`src/rtl/lock_pkg.sv`:
```
// Shared types and default timing for the lock entry front-end.
// Imported by the debouncer and the entry sequencer.
package lock_pkg;

    localparam int CODE_W = 4;

    localparam int DEF_DEB_CYCLES  = 16;
    localparam int DEF_SETUP_CYCLES = 2;
    localparam int DEF_CMP_HOLD    = 8;
    localparam int DEF_SET_HOLD    = 4;
    localparam int DEF_RESULT_HOLD = 1000;

    typedef enum logic [2:0] {
        IDLE,
        CMP_SETUP,
        COMPARE,
        SET_SETUP,
        SET,
        RESULT,
        LOCKOUT
    } state_t;

    function automatic int max_of(input int a, input int b);
        return (a > b) ? a : b;
    endfunction

endpackage

```
`src/rtl/lock_entry_ctrl_debounce.sv`:
```
// Counter debouncer: level follows raw only after DEB_CYCLES
// consecutive differing samples; rise pulses for one cycle on accept.
module debounce
#(
    parameter int DEB_CYCLES = 16
)
(
    input  logic clk,
    input  logic rst,
    input  logic raw,
    output logic level,
    output logic rise
);

    localparam int CNT_W = $clog2(DEB_CYCLES + 1);
    localparam logic [CNT_W-1:0] CNT_LAST = CNT_W'(DEB_CYCLES - 1);

    logic [CNT_W-1:0] r_cnt;
    logic             r_level;
    logic             r_rise;

    always_ff @(posedge clk) begin
        if (rst) begin
            assert (DEB_CYCLES > 0)
                else $error("debounce: DEB_CYCLES must be > 0");
            r_cnt   <= '0;
            r_level <= 1'b0;
            r_rise  <= 1'b0;
        end else begin
            r_rise <= 1'b0;
            if (raw == r_level) begin
                r_cnt <= '0;
            end else if (r_cnt == CNT_LAST) begin
                r_cnt   <= '0;
                r_level <= raw;
                r_rise  <= raw;
            end else begin
                r_cnt <= r_cnt + CNT_W'(1);
            end
        end
    end

    assign level = r_level;
    assign rise  = r_rise;

endmodule

```
`src/rtl/lock_entry_ctrl.sv`:
```
// Operator-side sequencer for the combination lock: debounced entry,
// timed compare/program strobes, result and lockout reporting.
module lock_entry_ctrl
    import lock_pkg::*;
#(
    parameter int DEB_CYCLES   = DEF_DEB_CYCLES,
    parameter int SETUP_CYCLES = DEF_SETUP_CYCLES,
    parameter int CMP_HOLD     = DEF_CMP_HOLD,
    parameter int SET_HOLD     = DEF_SET_HOLD,
    parameter int RESULT_HOLD  = DEF_RESULT_HOLD
)
(
    input  logic              clk,
    input  logic              rst,
    input  logic [CODE_W-1:0] key_in,
    input  logic              submit_btn,
    input  logic              set_btn,
    input  logic              lock_open,
    input  logic              lock_alert,
    output logic [CODE_W-1:0] code_out,
    output logic              cmp_en,
    output logic              set_en,
    output logic              busy,
    output logic              pass,
    output logic              fail,
    output logic              lockout
);

    localparam int CNT_MAX = max_of(max_of(SETUP_CYCLES, CMP_HOLD),
                                    max_of(SET_HOLD, RESULT_HOLD));
    localparam int CNT_W   = $clog2(CNT_MAX + 1);

    localparam logic [CNT_W-1:0] SETUP_LAST  = CNT_W'(SETUP_CYCLES - 1);
    localparam logic [CNT_W-1:0] CMP_LAST    = CNT_W'(CMP_HOLD - 1);
    localparam logic [CNT_W-1:0] SET_LAST    = CNT_W'(SET_HOLD - 1);
    localparam logic [CNT_W-1:0] RESULT_LAST = CNT_W'(RESULT_HOLD - 1);

    localparam int N_RAW = CODE_W + 2;

    logic [N_RAW-1:0]  w_raw;
    logic [N_RAW-1:0]  w_lvl;
    logic [N_RAW-1:0]  w_rise;
    logic [CODE_W-1:0] w_key_lvl;
    logic              w_sub_req;
    logic              w_set_req;
    logic              w_unused;

    state_t            r_state;
    logic [CNT_W-1:0]  r_cnt;
    logic [CODE_W-1:0] r_code;
    logic              r_cmp_en;
    logic              r_set_en;
    logic              r_busy;
    logic              r_pass;
    logic              r_fail;
    logic              r_lockout;
    logic              r_from_lock;

    assign w_raw = {set_btn, submit_btn, key_in};

    for (genvar g = 0; g < N_RAW; g++) begin : g_deb
        debounce #(
            .DEB_CYCLES (DEB_CYCLES)
        ) u_deb (
            .clk   (clk),
            .rst   (rst),
            .raw   (w_raw[g]),
            .level (w_lvl[g]),
            .rise  (w_rise[g])
        );
    end

    assign w_key_lvl = w_lvl[CODE_W-1:0];
    assign w_sub_req = w_rise[CODE_W];
    assign w_set_req = w_rise[CODE_W+1];
    assign w_unused  = ^{w_rise[CODE_W-1:0], w_lvl[N_RAW-1:CODE_W]};

    // Alert preempts everything except an in-progress program cycle,
    // which is what clears the core's timeout.
    always_ff @(posedge clk) begin
        if (rst) begin
            assert (SETUP_CYCLES > 0 && CMP_HOLD > 0 &&
                    SET_HOLD > 0 && RESULT_HOLD > 0)
                else $error("lock_entry_ctrl: count parameters must be > 0");
            r_state     <= IDLE;
            r_cnt       <= '0;
            r_code      <= '0;
            r_cmp_en    <= 1'b0;
            r_set_en    <= 1'b0;
            r_busy      <= 1'b0;
            r_pass      <= 1'b0;
            r_fail      <= 1'b0;
            r_lockout   <= 1'b0;
            r_from_lock <= 1'b0;
        end else if (lock_alert && r_state != SET_SETUP &&
                     r_state != SET && r_state != LOCKOUT) begin
            r_state   <= LOCKOUT;
            r_cnt     <= '0;
            r_cmp_en  <= 1'b0;
            r_busy    <= 1'b0;
            r_lockout <= 1'b1;
        end else begin
            unique case (r_state)
                IDLE: begin
                    if (w_set_req) begin
                        r_state     <= SET_SETUP;
                        r_code      <= w_key_lvl;
                        r_from_lock <= 1'b0;
                        r_busy      <= 1'b1;
                        r_pass      <= 1'b0;
                        r_fail      <= 1'b0;
                        r_cnt       <= '0;
                    end else if (w_sub_req) begin
                        r_state <= CMP_SETUP;
                        r_code  <= w_key_lvl;
                        r_busy  <= 1'b1;
                        r_pass  <= 1'b0;
                        r_fail  <= 1'b0;
                        r_cnt   <= '0;
                    end
                end
                CMP_SETUP: begin
                    if (r_cnt == SETUP_LAST) begin
                        r_state  <= COMPARE;
                        r_cnt    <= '0;
                        r_cmp_en <= 1'b1;
                    end else begin
                        r_cnt <= r_cnt + CNT_W'(1);
                    end
                end
                COMPARE: begin
                    if (r_cnt == CMP_LAST) begin
                        r_state  <= RESULT;
                        r_cnt    <= '0;
                        r_cmp_en <= 1'b0;
                        r_pass   <= lock_open;
                        r_fail   <= ~lock_open;
                    end else begin
                        r_cnt <= r_cnt + CNT_W'(1);
                    end
                end
                SET_SETUP: begin
                    if (r_cnt == SETUP_LAST) begin
                        r_state  <= SET;
                        r_cnt    <= '0;
                        r_set_en <= 1'b1;
                    end else begin
                        r_cnt <= r_cnt + CNT_W'(1);
                    end
                end
                SET: begin
                    if (r_cnt == SET_LAST) begin
                        r_state  <= r_from_lock ? LOCKOUT : IDLE;
                        r_cnt    <= '0;
                        r_set_en <= 1'b0;
                        r_busy   <= 1'b0;
                    end else begin
                        r_cnt <= r_cnt + CNT_W'(1);
                    end
                end
                RESULT: begin
                    if (r_cnt == RESULT_LAST) begin
                        r_state <= IDLE;
                        r_cnt   <= '0;
                        r_busy  <= 1'b0;
                    end else begin
                        r_cnt <= r_cnt + CNT_W'(1);
                    end
                end
                LOCKOUT: begin
                    if (!lock_alert) begin
                        r_state   <= IDLE;
                        r_lockout <= 1'b0;
                    end else if (w_set_req) begin
                        r_state     <= SET_SETUP;
                        r_code      <= w_key_lvl;
                        r_from_lock <= 1'b1;
                        r_busy      <= 1'b1;
                        r_pass      <= 1'b0;
                        r_fail      <= 1'b0;
                        r_cnt       <= '0;
                    end
                end
                default: begin
                    r_state <= IDLE;
                    r_cnt   <= '0;
                end
            endcase
        end
    end

    assign code_out = r_code;
    assign cmp_en   = r_cmp_en;
    assign set_en   = r_set_en;
    assign busy     = r_busy;
    assign pass     = r_pass;
    assign fail     = r_fail;
    assign lockout  = r_lockout;

endmodule

```
`config.mk`:
```
export PLATFORM = sky130hd
export DESIGN_NAME = lock_entry_ctrl
export DESIGN_NICKNAME = d
export VERILOG_FILES = /design/src/rtl/lock_pkg.sv /design/src/rtl/lock_entry_ctrl_debounce.sv /design/src/rtl/lock_entry_ctrl.sv
export SDC_FILE = /design/constraint.sdc
export NUM_CORES = 1
export LEC_CHECK = 0
export ABC_AREA = 1
export CORE_MARGIN = 3
export CORE_UTILIZATION = 50
export DETAILED_ROUTE_END_ITERATION = 12
export PLACE_DENSITY_LB_ADDON = 0.12
export REMOVE_ABC_BUFFERS = 1
export SLEW_MARGIN = 0
export SYNTH_ARGS = -nofsm -noshare
export SYNTH_HDL_FRONTEND = slang
export SYNTH_SLANG_ARGS = --single-unit
```
`constraint.sdc`:
```
create_clock -name clk -period 4.8 [get_ports clk]
set_clock_uncertainty 0.05 [all_clocks]
set_input_delay 0.48 -clock clk [delete_from_list [all_inputs] [get_ports clk]]
set_output_delay 0.48 -clock clk [all_outputs]
set_load 0.02 [all_outputs]
```
==> qor.yml, run 1 <==
clkLatencyLatePin_ps: 340
fin_crit_sh_pct: 40.55
cp_max_fo: 14
synth_top_area_share_pct: 42.18
root_buffer: "clkbuf_8"
fin_crit_ps: 1946
yosys.area.top_type: "dfxtp_1"
hp-start: "g_deb[0].u_deb.r_cnt[0]"
holdPathStages: 1
power_density_nw_per_um2: 471.2
wl_um: 5351
antenna_found_initial: 0
htree_levels: 3
synth_area_per_cell_um2: 7.724
netlist_area_um2: 2943
core_um2: 5608
outcome: "finished clean"
vias_per_cell: 4.907
initial_core_util_pct: 52.48
seqPwrFrac_pct: 39.1
ir_drop_mv: 0.2693
use_met2_pct: 29.81
ctsResizeCount: 0
yosys_register_bits: 62
diodes: 0
grt_usage_pct: 18.29
netSwitchingFraction_pct: 39.29
cts_tree: "yes"
combPwrFrac_pct: 35.5
drv_slew: 0
timing.fmax_ghz: 0.5138
drt_pass1_iterations: 4
dpl.hpwl_um: 4091
dpl_cell_area_um2: 3201
die_h_um: 82.72
crit_type: "input pin to register"
drc: 0
layout_common_cells: "nor2_1 (72), dfxtp_1 (62), nand2_1 (47)"
leakage_uw: 0.001343
grt_pass1_wl_um: 9584
gr-usage-met1_pct: 22.87
end_kind: "register"
start_kind: "input pin"
fin_nets: 432
intPower_uw: 965.8
fin_setup_tns_ps: 0
synthToLayoutAreaGrowth_pct: 14.71
ant_nets: 0
cp.required_ps: 5020
place_ws_ps: 2487
grtUsageMet3_pct: 4.013
r2r_end: "fail"
rsz0062_at_grt: "false"
min_to: "g_deb[0].u_deb.r_cnt[0]"
cts_setup_buffers: 0
clk_pin_slew_worst_paths_ps: 60
maxCapViolations: 0
ys_types: 38
grt_start_max_net_pins: 15
maxSlewHeadroom_pct: 62.45
timing.hold.ws_ps: 396.3
first_iter_violations: 73
hold_path_class: "register to register"
pin_count: 20
dieArea_um2: 6842
clock_sinks: 62
worstMarginPinSlew_ps: 561.5
fp-row-count: 27
ys_seq_area_share_pct: 42.18
fin_area_um2: 3376
worst_slack_ps: 2854
numCtsBuffers: 9
wl_per_cell_um: 11.03
portBuffers: 19
r2r-start: "r_cnt[0]"
overflow: 0
yosys_warnings: 0
r2r_cells: 10
p_clk_share_pct: 25.5
postSynthCellCount: 381
die_w_um: 82.72
synthTopCellsByArea: "dfxtp_1 (42%), nor2_1 (9.2%), nand2_1 (6.0%)"
hold_viol: 0
gp_congestion: 0.8574
cts_max_path_buffers: 2
grt_pass1_vias: 2241
ctsHoldBuffers: 0
rrSetupSlack_ps: 2910
fillers: 563
p_switching_uw: 625.0
final_common_cell: "nor2_1"
drive_gt1_share_pct: 12.59
vias: 2380
arrival_ps: 2170
top_usage_layer: "met2"
setup_viol: 0
[worst max path at each step]
stage	start	end	slack, ps	depth (start not counted)
6_report	rst	g_deb[4].u_deb.r_cnt[3]	2850	5
5_1_grt	r_cnt[0]	fail	2640	10
4_1_cts	rst	g_deb[4].u_deb.r_cnt[3]	2840	5
3_5_place_dp	rst	g_deb[4].u_deb.r_cnt[3]	2490	5
3_3_place_gp	rst	g_deb[4].u_deb.r_cnt[3]	2520	5
2_1_floorplan	r_cnt[0]	fail	3170	10
[synthesized netlist by cell type (all sizes together)]
| library cell | number |
|---|---|
| o31ai | 2 |
| ha | 14 |
| nand4 | 3 |
| a22oi | 1 |
| nor3 | 7 |
| o2111ai | 1 |
| nor3b | 6 |
| nor2 | 81 |
| o21bai | 6 |
| xnor2 | 1 |
| o211ai | 4 |
| nand3b | 1 |
| dfxtp | 62 |
| nand2 | 57 |
| o21a | 3 |
| a21oi | 21 |
| nor4 | 2 |
| o21ai | 19 |
| inv | 54 |
| or2 | 1 |
| buf | 3 |
| nand3 | 28 |
| xor2 | 4 |
[power by group through the flow]
stage,Sequential [uW],Combinational [uW],Clock (uW)
6_report,622,564,405
5_1_grt,630,643,436
4_1_cts,623,566,415
3_5_place_dp,633,563,0
3_3_place_gp,633,563,0
2_1_floorplan,657,381,0
[registers in the layout (all words and copies together), names as in the netlist]
| signal | flops |
|---|---|
| cmp_en | 1 |
| code_out | 4 |
| pass | 1 |
| r_state | 3 |
| fail | 1 |
| g_deb.u_deb.level | 6 |
| set_en | 1 |
| busy | 1 |
| r_from_lock | 1 |
| g_deb.u_deb.r_cnt | 30 |
| g_deb.u_deb.rise | 2 |
| lockout | 1 |
| r_cnt | 10 |
[logic make-up after synthesis]
kind of cell | after synthesis | synth area share, %
buffers and inverters | 57 | 7.908
xor gates and xnor gates | 5 | 1.488
adders and majority gates | 14 | 5.952
AOI/OAI and AO/OA | 57 | 11.31
and+or+nand+nor | 186 | 31.17
DFF | 62 | 42.18
[final cells by class]
type | instances | area, um2 | area share (%)
multi-input cells | 262 | 1469 | 43.51
clock buffers | 10 | 137.6 | 4.077
repair buffers | 19 | 190.2 | 5.634
clock inverters | 6 | 37.54 | 1.112
well taps | 72 | 90.09 | 2.669
inverters | 54 | 210.2 | 6.227
flip-flops and latches | 62 | 1241 | 36.77
[routing by layer]
metal | part of all wire (%) | vias up
met5 | 0 | -
met4 | 1.9 | 0
met3 | 3.1 | 9
met2 | 46 | 29
met1 | 49 | 1048
li1 | - | 1294
[critical path, cell delays in order]
cell             delay, ps
clkdlybuf4s50_1        690
inv_1                  460
nand3_1                230
o21bai_1               200
a21oi_1                100
[metrics by stage]
stage,total power [uW],utilization (%),std cells
4_1_cts,1604,60.20,485
3_5_place_dp,1197,57.07,469
3_3_place_gp,1196,57.07,469
5_1_grt,1709,60.20,485
2_1_floorplan,1038,-,378
6_report,1591,60.20,485
Power figures use the tool's default switching activity.
==> run 2: changes to the inputs <==
- clock period: 4.8 -> 1.69 ns (I/O delays scaled with it)
==> run 2 against run 1 <==
Against the previous run:
- global-route usage rose by 1.3 points
- highest routed layer unchanged
- final area rose by 13%
- count of clock-buffer cells in the layout did not move
- sequential power rose to 2.8 times the previous value
- wire length rose by 15%
- clock power rose to 3.2 times the previous value
- critical path depth rose by 6
- the run now ends with setup timing left
==> qor.yml, run 2 (same netlist as run 1, synthesis figures left out) <==
r2r_end: "r_cnt[4]"  # was fail
timing.fmax_ghz: 0.5824
worstMarginPinSlew_ps: 398.7  # was 561.5 ps
gp_congestion: 0.8572  # was 0.8574
fin_nets: 469  # was 432
dpl.hpwl_um: 4366  # was 4091 um
final_common_cell: "nor2_1"  # unchanged
vias_per_cell: 4.948  # was 4.907
leakage_uw: 0.001586  # was 0.001343 uW
diodes: 0  # unchanged
clkLatencyLatePin_ps: 340  # about the same
die_w_um: 82.72  # unchanged
fin_crit_ps: 1717
wl_um: 6138  # was 5351 um
hp-start: "g_deb[4].u_deb.r_cnt[0]"  # was g_deb[0].u_deb.r_cnt[0]
core_um2: 5608  # unchanged
drt_pass1_iterations: 4  # unchanged
ctsHoldBuffers: 0  # unchanged
ant_nets: 0  # unchanged
overflow: 0  # unchanged
grt_start_max_net_pins: 14  # was 15
fillers: 483  # was 563
hold_viol: 0  # unchanged
portBuffers: 19  # unchanged
clock_sinks: 62  # unchanged
maxCapViolations: 0  # unchanged
synthToLayoutAreaGrowth_pct: 29.12  # was 14.71%
cp.required_ps: 1880  # was 5020 ps
worst_slack_ps: -27.12  # was 2854 ps
grt_pass1_vias: 2350  # was 2241
fin_crit_sh_pct: 101.6
holdPathStages: 1  # unchanged
r2r_cells: 11  # was 10
pin_count: 20  # unchanged
rsz0062_at_grt: "true"  # was false
rrSetupSlack_ps: -30  # was 2910 ps
grt_pass1_wl_um: 10060  # was 9584 um
power_density_nw_per_um2: 1358  # was 471.2 nW/um2
dieArea_um2: 6842  # unchanged
maxSlewHeadroom_pct: 73.30  # was 62.45%
drv_slew: 0  # unchanged
arrival_ps: 1910  # was 2170 ps
numCtsBuffers: 9  # unchanged
initial_core_util_pct: 52.48  # unchanged
start_kind: "register"  # was input pin
layout_common_cells: "nor2_1 (67), dfxtp_1 (56), inv_1 (46)"  # was nor2_1 (72), dfxtp_1 (62), nand2_1 (47)
min_to: "g_deb[4].u_deb.r_cnt[0]"  # was g_deb[0].u_deb.r_cnt[0]
violations: "setup timing"
hold_path_class: "register to register"  # unchanged
first_iter_violations: 105  # was 73
setup_viol: 1  # was 0
die_h_um: 82.72  # unchanged
drc: 0  # unchanged
vias: 2583  # was 2380
r2r-start: "r_cnt[0]"  # unchanged
power.total_uw: 5162  # was 1591 uW
place_ws_ps: -67.70  # was 2487 ps
fp-row-count: 27  # unchanged
largest_reg_flops: 30  # unchanged
grt_usage_pct: 19.59  # was 18.29%
cts_max_path_buffers: 2  # unchanged
wl_per_cell_um: 11.76  # was 11.03 um
timing.hold.ws_ps: 396.1  # was 396.3 ps
root_buffer: "clkbuf_8"  # unchanged
ir_drop_mv: 0.8218  # was 0.2693 mV
top_register: "g_deb.u_deb.r_cnt"  # unchanged
drive_gt1_share_pct: 24.67  # was 12.59%
cts_tree: "yes"  # unchanged
cp_max_fo: 6  # was 14
crit_type: "register to register"  # was input pin to register
end_kind: "register"  # unchanged
antenna_found_initial: 0  # unchanged
clk_pin_slew_worst_paths_ps: 70  # was 60 ps
htree_levels: 3  # unchanged
outcome: "finished with violations"  # was finished clean
-- run 2: cell types whose count changed in the layout (fill, tap and decap cells not counted), sizes merged --
cell      previous run  this run
buf                  0        37
clkinvlp             3         1
bufinv               0         1
clkinv               3         4
-- run 2: metal layers --
layer	up-vias	part of all wire, %	track usage [%]
met1	1166	47	24.70
met5	-	0	0
met4	0	2.1	10.13
li1	1373	-	-
met2	34	48	31.09
met3	10	2.8	4.555
-- run 2: critical path: stages (launching register included) --
cell and delay (ps):
dfxtp_2 350, buf_4 110, ha_1 180, nand3_2 120, nor3_2 270, nor2_2 70, nor2_4 120, nand3_2 90
nand2_4 120, inv_1 50, nand2_1 60, inv_1 30
-- run 2: metrics by stage --
step	TNS (ps)	std cells	cell area, um2	util, %
after floorplan	0	378	2920	-
after global routing	-480.4	522	3800	67.76
final	-27.12	522	3800	67.76
after CTS	0	518	3677	65.57
after global placement	-201.3	497	3423	61.04
after detailed placement	-212.7	497	3423	61.04
-- run 2: final cells by class --
class                   instances  area [um2]  share of cell area [%]
clock buffers                  10       137.6                   3.622
clock inverters                 6       61.31                   1.613
inverters                      54       212.7                   5.598
multi-input cells             262        1564                   41.16
flip-flops and latches         62        1254                   32.99
well taps                      72       90.09                   2.371
repair buffers                 56       480.5                   12.64
-- run 2: worst max path at each step --
stage / from / endpoint / slack (ps)
3_5_place_dp: lock_alert / r_state[2] / -70
4_1_cts: r_cnt[0] / r_cnt[0] / 10
6_report: r_cnt[0] / r_cnt[4] / -30
5_1_grt: r_cnt[0] / r_cnt[4] / -90
3_3_place_gp: lock_alert / r_state[2] / -60
2_1_floorplan: r_cnt[0] / fail / 60
-- run 2: timing repair --
action	in CTS	in global routing
endpoints found under the setup margin	8	23
buffers inserted	6	4
gates resized for setup	6	26
hold endpoints to repair	0	0
pin swaps	4	13
-- run 2: report_power, final --
| part | total (uW) | switching (uW) | internal [uW] | leakage, uW |
|---|---|---|---|---|
| clock | 1300 | 586 | 715 | 0.000102 |
| combinational | 2090 | 1220 | 879 | 0.000978 |
| sequential | 1770 | 148 | 1620 | 0.000506 |
| total | 5160 | 1950 | 3210 | 0.00159 |
